==> config.mk <==
export PLATFORM = sky130hd
export DESIGN_NAME = reg_word_serializer
export DESIGN_NICKNAME = d
export VERILOG_FILES = /design/src/rtl/reg_word_serializer.sv
export SDC_FILE = /design/constraint.sdc
export NUM_CORES = 1
export LEC_CHECK = 0
export CORE_ASPECT_RATIO = 0.7
export CORE_UTILIZATION = 49
export DETAILED_ROUTE_END_ITERATION = 10
export PLACE_DENSITY = 0.78
export SLEW_MARGIN = 20
export SYNTH_ARGS = -nofsm -noshare
export SYNTH_HDL_FRONTEND = slang
export SYNTH_SLANG_ARGS = --single-unit
==> constraint.sdc <==
create_clock -name CLK -period 1.8 [get_ports CLK]
set_input_delay 0.36 -clock CLK [delete_from_list [all_inputs] [get_ports CLK]]
set_output_delay 0.36 -clock CLK [all_outputs]
set_load 0.03 [all_outputs]
==> src/rtl/reg_word_serializer.sv <==
// Parallel-in/serial-out transmitter: takes a WIDTH-bit word on a valid/ready handshake, emits it one bit per beat.
// Latency: a word accepted at edge N presents its first bit during cycle N+1; words stream back to back.
// Backpressure: O_READY low freezes O/O_LAST/counter/shift register; I_READY only rises in IDLE or on an accepted last beat.
module reg_word_serializer #(
  parameter int WIDTH     = 16,
  parameter int MSB_FIRST = 1
) (
  input  logic             CLK,
  input  logic             RESET,
  input  logic [WIDTH-1:0] I,
  input  logic             I_VALID,
  output logic             I_READY,
  output logic             O,
  output logic             O_VALID,
  output logic             O_LAST,
  input  logic             O_READY
);

  localparam int CW = (WIDTH > 2) ? $clog2(WIDTH) : 1;
  localparam logic [CW-1:0] LAST_CNT = CW'(WIDTH - 1);

  typedef enum logic {
    IDLE  = 1'b0,
    SHIFT = 1'b1
  } state_t;

  state_t           state_q, state_d;
  logic [CW-1:0]    cnt_q, cnt_d;
  logic [WIDTH-1:0] sreg_q, sreg_d;

  logic in_shift;
  logic at_last;
  logic out_bit;

  assign in_shift = (state_q == SHIFT);
  assign at_last  = (cnt_q == LAST_CNT);
  assign out_bit  = (MSB_FIRST != 0) ? sreg_q[WIDTH-1] : sreg_q[0];

  // Outputs come straight from state; only I_READY looks at O_READY so the next word can follow the last bit.
  always_comb begin
    O_VALID = in_shift;
    O       = in_shift & out_bit;
    O_LAST  = in_shift & at_last;
    I_READY = ~in_shift | (at_last & O_READY);
  end

  // Next-state: load on accept, shift on each consumed beat, fall back to IDLE when no word follows the last bit.
  always_comb begin
    state_d = state_q;
    cnt_d   = cnt_q;
    sreg_d  = sreg_q;
    unique case (state_q)
      IDLE: begin
        if (I_VALID) begin
          sreg_d  = I;
          cnt_d   = '0;
          state_d = SHIFT;
        end
      end
      SHIFT: begin
        if (O_READY) begin
          if (!at_last) begin
            if (MSB_FIRST != 0) begin
              sreg_d = {sreg_q[WIDTH-2:0], 1'b0};
            end else begin
              sreg_d = {1'b0, sreg_q[WIDTH-1:1]};
            end
            cnt_d = cnt_q + 1'b1;
          end else if (I_VALID) begin
            sreg_d = I;
            cnt_d  = '0;
          end else begin
            sreg_d  = '0;
            cnt_d   = '0;
            state_d = IDLE;
          end
        end
      end
      default: begin
        state_d = IDLE;
      end
    endcase
  end

  // State register; reset drops any word in flight.
  always_ff @(posedge CLK) begin
    if (RESET) begin
      state_q <= IDLE;
      cnt_q   <= '0;
      sreg_q  <= '0;
    end else begin
      state_q <= state_d;
      cnt_q   <= cnt_d;
      sreg_q  <= sreg_d;
    end
  end

endmodule

# Word level (Yosys, flattened, before mapping)
# Cells that the tools add are included.
[word_totals]
register_bits = 21
elab_cells = 26
in_bits = 20
out_inout_bits = 4
[op_classes]
eq_ne = 3
mux = 13
add_sub_neg = 1
bitwise = 5
n_reduce_logical = 1
[op_table]
columns = ["op", "n"]
rows = [
  ["16-bit 2-to-1 mux", 4],
  ["16-bit case mux with 2 select lines", 1],
  ["4-bit 2-to-1 mux", 3],
  ["4-bit case mux with 2 select lines", 1],
  ["4-bit by 1-bit adder with 4-bit output, second input constant", 1],
  ["4-bit equality test, second input constant", 1],
  ["2-bit != test, second input constant", 2],
  ["1-bit AND", 3],
  ["1-bit 2-to-1 mux", 3],
  ["1-bit case mux with 2 select lines", 1],
  ["2-bit AND reduction", 1],
  ["1-bit NOT", 1],
  ["1-bit OR", 1],
]

# Logic depth before layout (Yosys ltp)
# Gate-level depths: netlist of the first run.
[logic_depth]
ltp_word = 4
mapped_depth = 5
ltp_nobuf = 4

# Worst setup path before layout of the first run
# No wires, ideal clock.
[synth_path]
path_type = "register -> output"
from = "register state_q, in the netlist O_VALID"
to = "output O_LAST"
slack_ns = 0.079
required_ns = 1.440
stages_incl_launch_ff = 5
path_buffers = 2
t_arrival_ns = 1.361
path_cell_list = "dfxtp_1 buf_4 inv_4 clkbuf_1 nor2_1"
[synth_via]
elab_chain_len = 1
[synth_rtl]
columns = ["item", "line", "rtl"]
rows = [
  ["start, declared", "27", "state_t state_q, state_d;"],
  ["start signal, assigned", "92", "state_q <= state_d;"],
  ["1-bit AND", "43", "O_LAST = in_shift & at_last;"],
  ["end, declared", "15", "output logic O_LAST,"],
]
# No other way between the ends.

# Worst setup path after layout of the first run
[layout_path]
from = "register cnt_q[0]"
to = "output I_READY"
[layout_via]
elab_chain_len = 3
[layout_rtl]
columns = ["item", "line", "rtl"]
rows = [
  ["start, declared", "28", "logic [CW-1:0] cnt_q, cnt_d;"],
  ["start signal, assigned", "93", "cnt_q <= cnt_d;"],
  ["4-bit equality test", "36", "assign at_last = (cnt_q == LAST_CNT);"],
  ["1-bit AND", "44", "I_READY = ~in_shift | (at_last & O_READY);"],
  ["1-bit OR", "44", ""],
  ["end, declared", "12", "output logic I_READY,"],
]
# No other way between the ends.

==> summary.txt, run 1 <==
Run status
  • Outcome: finished, final reports clean

Synth
  • Net Count, Synth: 143
  • Yosys top cell area share: 37.5%
  • Yosys reg bits: 21
  • Post-synthesis compound-gate area fraction: 31.6%
  • Xor-xnor portion of the synthesized cell area: 0%
  • Mean Syn Cell Area: 9.18 sq um
  • Top_reg_cell synth: dfxtp_1
  • Cell taking the most area after synthesis: dfxtp_1
  • Area contributors post-synth: dfxtp_1 (38%), a311oi_2 (20%), nand3_1 (7.6%)
  • Mux cell area share after synthesis: 2.23%
  • Post-synthesis simple-gate area fraction: 19.6%
  • Yosys warnings: 0
  • Post-synthesis instance total: 122
  • Number of flops mapped to enable cells by yosys: 0
  • Top post-synthesis cells by count: dfxtp_1 (21), nand3_1 (17), nor2_1 (17)
  • Largest family of logic cells by synthesized area: compound AO/OA/AOI/OAI gates
  • Ys async rst share: 0%
  • Yosys cell types: 27
  • Most frequent cell after synthesis: dfxtp_1
  • Adder-cell share of the synthesized area: 1.12%
  • Register area share after synthesis: 37.5%
  • Mapped Area: 1120 sq um

Floorplan
  • Die footprint: 2480 sq um
  • # rows: 14
  • Initial Utilization: 52.0%
  • Die H: 42.0 um
  • Die width: 59.1 um
  • Placeable Area: 2150 sq um
  • I/O pin total: 24

GRT
  • Global Route Usage Sum: 21.3%
  • Pin count of the biggest net entering global routing: 32
  • Total overflow reported by the global router: 0
  • Vias in the first global route: 836
  • First-pass GRT wire length: 3980 um
  • Initial antenna violation count: 0

Pwr
  • Total power: 0.966 mW
  • Total power per unit cell area: 693 nW/um^2
  • Leak Pwr: 0.473 nW
  • Maximum VDD drop: 0.431 mV

Place
  • PortBufs: 23
  • DPL Wire Length: 1700 um
  • Routability-driven placement congestion ratio: 0.824
  • DP Area: 1360 sq um

Finish
  • Ant. Diodes: 0
  • Post-route cell area: 1390 sq um
  • Area Overhead vs Synth: 24.4%
  • FF/Latch Area: 423 sq um
  • Core Util, Final: 64.6%
  • Area of the multi-input gates: 617 sq um
  • Net count, final: 167
  • Proportion of layout cells with a drive suffix above 1: 24.8%
  • Filler cells: 190

CTS
  • CTS buffer count: 3
  • Clk sinks: 21
  • Clk slew on worst S/H paths: 0.11 ns
  • Hold-fix buffers, CTS: 0
  • Max clock buf depth: 2
  • Worst-skew pair later-pin latency: 0.30 ns
  • CTS tree: built
  • Resized cells post-CTS: 0
  • H-tree Lvls: 1
  • Setup bufs post-CTS: 0
  • Root Buffer Master: clkbuf_4

Drt
  • Wirelength per Cell: 13.5 um
  • Routed via count: 985
  • Total wire length: 2390 um
  • DRT iter0 DRCs: 37
  • Final antenna-violating net count: 0
  • Drt drc: 0
  • Drt via density: 5.56
  • DR pass1 iterations: 7

Worst setup path
  • CP Max Fanout: 4
  • R2R setup slack: 0.38 ns
  • Crit end category: output pin
  • CP required: 1.44 ns
  • Critical path class: flip-flop to output pin
  • Kind of start point of the critical path: flip-flop
  • Crit path DAT: 1.36 ns
  • FF-to-FF path depth: 4

Timing
  • Setup TNS Final: 0 ns
  • Slew @ Worst Pin: 0.378 ns
  • Period utilization: 95.6%
  • Final Max Slew Viols: 0
  • Final Setup Violations: 0
  • RSZ-0062 raised after global routing: no
  • F_max: 0.581 GHz
  • Hold Vio Cnt, Final: 0
  • Worst rel slew slack: 74.8%
  • Final min period: 1.72 ns
  • Clock Skew: 0.00119 ns

Hold path
  • Hold Path Stages: 2
  • Hold Crit Class: flip-flop to flip-flop

Job
  • Max Cap Viol: 0
-- final timing paths --
check,startpoint,endpoint
worst max-delay path,cnt_q[0],I_READY
worst min register to register,sreg_q[0],sreg_q[0]
worst min-delay path,sreg_q[0],sreg_q[0]
worst max register to register,O_VALID,cnt_q[3]
-- report_power, final --
part | leakage [nW] | total (mW) | switching [mW] | internal (mW)
sequential | 0.174 | 0.522 | 0.0215 | 0.501
clock | 0.0150 | 0.229 | 0.142 | 0.0864
combinational | 0.283 | 0.215 | 0.111 | 0.103
-- flip-flops by register name, summed over array words and instances (netlist names) --
register  cells
sreg_q       16
cnt_q         4
O_VALID       1
-- layer usage --
metal / wire length, um / part of all wire, % / vias up / GRT usage, %
li1: - / - / 505 / -
met1: 1210 / 50 / 452 / 32.5
met2: 1040 / 44 / 28 / 28.6
met3: 145 / 6.1 / 0 / 6.17
met4: 0 / 0 / 0 / 6.19
met5: 0 / 0 / - / 0
-- metrics by stage --
| step | hold WS, ns | instances | worst slack (ns) |
|---|---|---|---|
| detailed placement | 0.457 | 173 | 0.0185 |
| floorplan | 0.428 | 122 | 0.0787 |
| global placement | 0.451 | 173 | 0.0765 |
| finish | 0.476 | 177 | 0.0799 |
| global route | 0.501 | 177 | 0.00437 |
| CTS | 0.473 | 177 | 0.000343 |
-- cell type report --
cell class | instances | area share [%]
clock buffers | 4 | 1.89
multi-input cells | 87 | 44.3
repair buffers | 30 | 19.6
well taps | 32 | 2.88
flip-flops and latches | 21 | 30.4
inverters | 3 | 0.988
-- cell families (layout without fill, tap and decap cells) --
family,after synthesis,count (layout)
adder cells (fa/ha/maj),1,1
buffers and inverters,14,37
AO/OA/AOI/OAI,39,39
AND/OR/NAND/NOR,45,45
multiplexers,2,2
flip-flops,21,21
-- layout by cell type (no fill, tap or decap), types with 2 or more instances in the layout --
cell type,count
a21oi_1,4
a311oi_2,15
and2_1,2
buf_4,11
clkbuf_4,3
clkdlybuf4s50_1,19
dfxtp_1,19
dfxtp_2,2
inv_1,2
nand2_1,3
nand3_1,17
nor2_1,17
o211ai_1,2
o21ai_0,6
o21ai_1,9
-- critical path, stage by stage (launching register included) --
cell and delay (ns):
dfxtp_2 0.37, ha_2 0.20, nand3_2 0.13, o21ai_2 0.17, buf_4 0.18
Note: power is estimated with default switching activity, not from simulation.
==> inputs of run 2 (changes only) <==
Settings changed: GPL_TIMING_DRIVEN set to 0.
==> run 2 against run 1 <==
Design area up 5.2%. Die area unchanged. Register-to-register slack worse by 0.07 ns. Fmax down 0.85%. Cell count up 2.8%. Largest cell class unchanged. Worst hold slack worse by 0.0093 ns. Clock-buffer cell count unchanged. Total power up 2.6%. Critical path type unchanged. Setup slack worse by 0.015 ns.
==> summary.txt, run 2 (synthesis results as in run 1) <==
Run status
  • Outcome: finished, final reports clean (unchanged)

CTS
  • CTS tree: built (unchanged)
  • CTS buffer count: 3 (unchanged)
  • Clk sinks: 21 (unchanged)
  • Clk slew on worst S/H paths: 0.12 ns (was 0.11 ns)
  • Worst-skew pair later-pin latency: 0.31 ns (was 0.30 ns)
  • Root Buffer Master: clkbuf_4 (unchanged)
  • Hold-fix buffers, CTS: 0 (unchanged)
  • Max clock buf depth: 2 (unchanged)
  • H-tree Lvls: 1 (unchanged)

Floorplan
  • Die H: 42.0 um (unchanged)
  • Placeable Area: 2150 sq um (unchanged)
  • Die width: 59.1 um (unchanged)
  • I/O pin total: 24 (unchanged)
  • Die footprint: 2480 sq um (unchanged)
  • Initial Utilization: 52.0% (unchanged)
  • # rows: 14 (unchanged)

Timing
  • Slew @ Worst Pin: 0.694 ns (was 0.378 ns)
  • Hold Vio Cnt, Final: 0 (unchanged)
  • F_max: 0.576 GHz (was 0.581 GHz)
  • Clock Skew: 0.00255 ns (was 0.00119 ns)
  • Final Setup Violations: 0 (unchanged)
  • Period utilization: 96.4% (was 95.6%)
  • Worst rel slew slack: 53.8% (was 74.8%)
  • Final Max Slew Viols: 0 (unchanged)
  • Setup TNS Final: 0 ns (unchanged)
  • RSZ-0062 raised after global routing: no (unchanged)
  • Setup slack after layout: 0.0652 ns (was 0.0799 ns)
  • Final min period: 1.73 ns (was 1.72 ns)

Place
  • PortBufs: 23 (unchanged)
  • DP Worst Slack: -0.393 ns (was 0.0185 ns)
  • DPL Wire Length: 1930 um (was 1700 um)
  • Routability-driven placement congestion ratio: 0.852 (was 0.824)

Worst setup path
  • CP Launch Point: cnt_q[0] (unchanged)
  • R2R setup slack: 0.31 ns (was 0.38 ns)
  • Crit path DAT: 1.37 ns (was 1.36 ns)
  • Critical path class: flip-flop to output pin (unchanged)
  • CP required: 1.44 ns (about the same)
  • CP Capture Point: O_LAST (was I_READY)
  • R2R Path End: sreg_q[10] (was cnt_q[3])
  • Worst reg2reg startpoint: cnt_q[0] (was O_VALID)
  • FF-to-FF path depth: 5 (was 4)
  • Crit end category: output pin (unchanged)
  • CP Max Fanout: 6 (was 4)
  • Kind of start point of the critical path: flip-flop (unchanged)

Finish
  • Area Overhead vs Synth: 30.8% (was 24.4%)
  • Most common cell after layout, fill and taps aside: clkdlybuf4s50_1
  • Area of the multi-input gates: 634 sq um (was 617 sq um)
  • FF/Latch Area: 425 sq um (was 423 sq um)
  • Largest register FFs: 16 (unchanged)
  • Ant. Diodes: 0 (unchanged)
  • Filler cells: 180 (was 190)
  • Top reg by flops: sreg_q (unchanged)
  • Net count, final: 172 (was 167)
  • Most frequent cells in the layout: clkdlybuf4s50_1 (20), dfxtp_1 (19), nor2_1 (17), nand3_1 (17), a311oi_2 (15) (was dfxtp_1 (19), clkdlybuf4s50_1 (19), nor2_1 (17), nand3_1 (17), a311oi_2 (15))
  • Proportion of layout cells with a drive suffix above 1: 25.3% (was 24.8%)

Drt
  • DRT iter0 DRCs: 60 (was 37)
  • Final antenna-violating net count: 0 (unchanged)
  • Wirelength per Cell: 14.8 um (was 13.5 um)
  • DR pass1 iterations: 4 (was 7)
  • Total wire length: 2700 um (was 2390 um)
  • Routed via count: 1068 (was 985)
  • Drt via density: 5.87 (was 5.56)
  • Drt drc: 0 (unchanged)

Pwr
  • Maximum VDD drop: 0.387 mV (was 0.431 mV)
  • Total power per unit cell area: 676 nW/um^2 (was 693 nW/um^2)
  • Leak Pwr: 0.491 nW (was 0.473 nW)

Hold path
  • Hold Path Stages: 2 (unchanged)
  • Hold Crit Class: flip-flop to flip-flop (unchanged)

GRT
  • Pin count of the biggest net entering global routing: 19 (was 32)
  • Vias in the first global route: 973 (was 836)
  • Initial antenna violation count: 0 (unchanged)
  • First-pass GRT wire length: 4370 um (was 3980 um)
  • Total overflow reported by the global router: 0 (unchanged)
  • Global Route Usage Sum: 23.6% (was 21.3%)

Job
  • Max Cap Viol: 0 (unchanged)
[run 2: how the worst min path moves through the flow]
stage                          from         end  slack [ns]
final                     sreg_q[0]   sreg_q[0]        0.47
after global routing      sreg_q[0]   sreg_q[0]        0.49
after global placement    sreg_q[0]   sreg_q[0]        0.45
after CTS                 sreg_q[0]   sreg_q[0]        0.47
after detailed placement  sreg_q[0]   sreg_q[0]        0.45
after floorplan               RESET  sreg_q[12]        0.43
[run 2: where the power goes]
| part | leakage [nW] | switching (mW) | internal [mW] |
|---|---|---|---|
| clock | 0.0150 | 0.150 | 0.0866 |
| combinational | 0.302 | 0.120 | 0.113 |
| sequential | 0.175 | 0.0208 | 0.500 |
| total | 0.491 | 0.291 | 0.699 |
[run 2: repair_timing]
| action | CTS | global route |
|---|---|---|
| setup buffers | 0 | 3 |
| resized for setup | 21 | 4 |
| pin swaps | 0 | 0 |
| setup endpoints to repair | 3 | 2 |
| hold endpoints to repair | 0 | 0 |
[run 2: worst max-delay path, stage by stage (launching register included)]
cell     delay [ns]
dfxtp_4        0.39
ha_4           0.16
nand3_4        0.11
buf_8          0.16
nor2_1         0.08
buf_4          0.16
[run 2: layout make-up]
type | instances | share of cell area (%)
clock buffers | 4 | 1.79
repair buffers | 26 | 17.0
well taps | 32 | 2.73
multi-input cells | 87 | 43.3
flip-flops and latches | 21 | 29.0
plain buffers | 9 | 5.21
inverters | 3 | 0.939
[run 2: through the flow]
step	utilization (%)	power (mW)	cell area [sq um]	instances	hold slack (ns)
finish	68.0	0.991	1470	182	0.467
global route	68.0	1.03	1470	182	0.487
floorplan	-	0.680	1120	122	0.428
CTS	66.4	0.990	1430	179	0.468
detailed placement	64.5	0.764	1390	177	0.451
global placement	64.5	0.756	1390	177	0.448
[run 2: routing by layer]
layer / vias to the layer above / GRT usage [%] / wire length [um]
met5: - / 0 / 0
met3: 2 / 6.48 / 185
li1: 516 / - / -
met2: 40 / 38.2 / 1300
met1: 510 / 32.1 / 1200
met4: 0 / 3.33 / 13
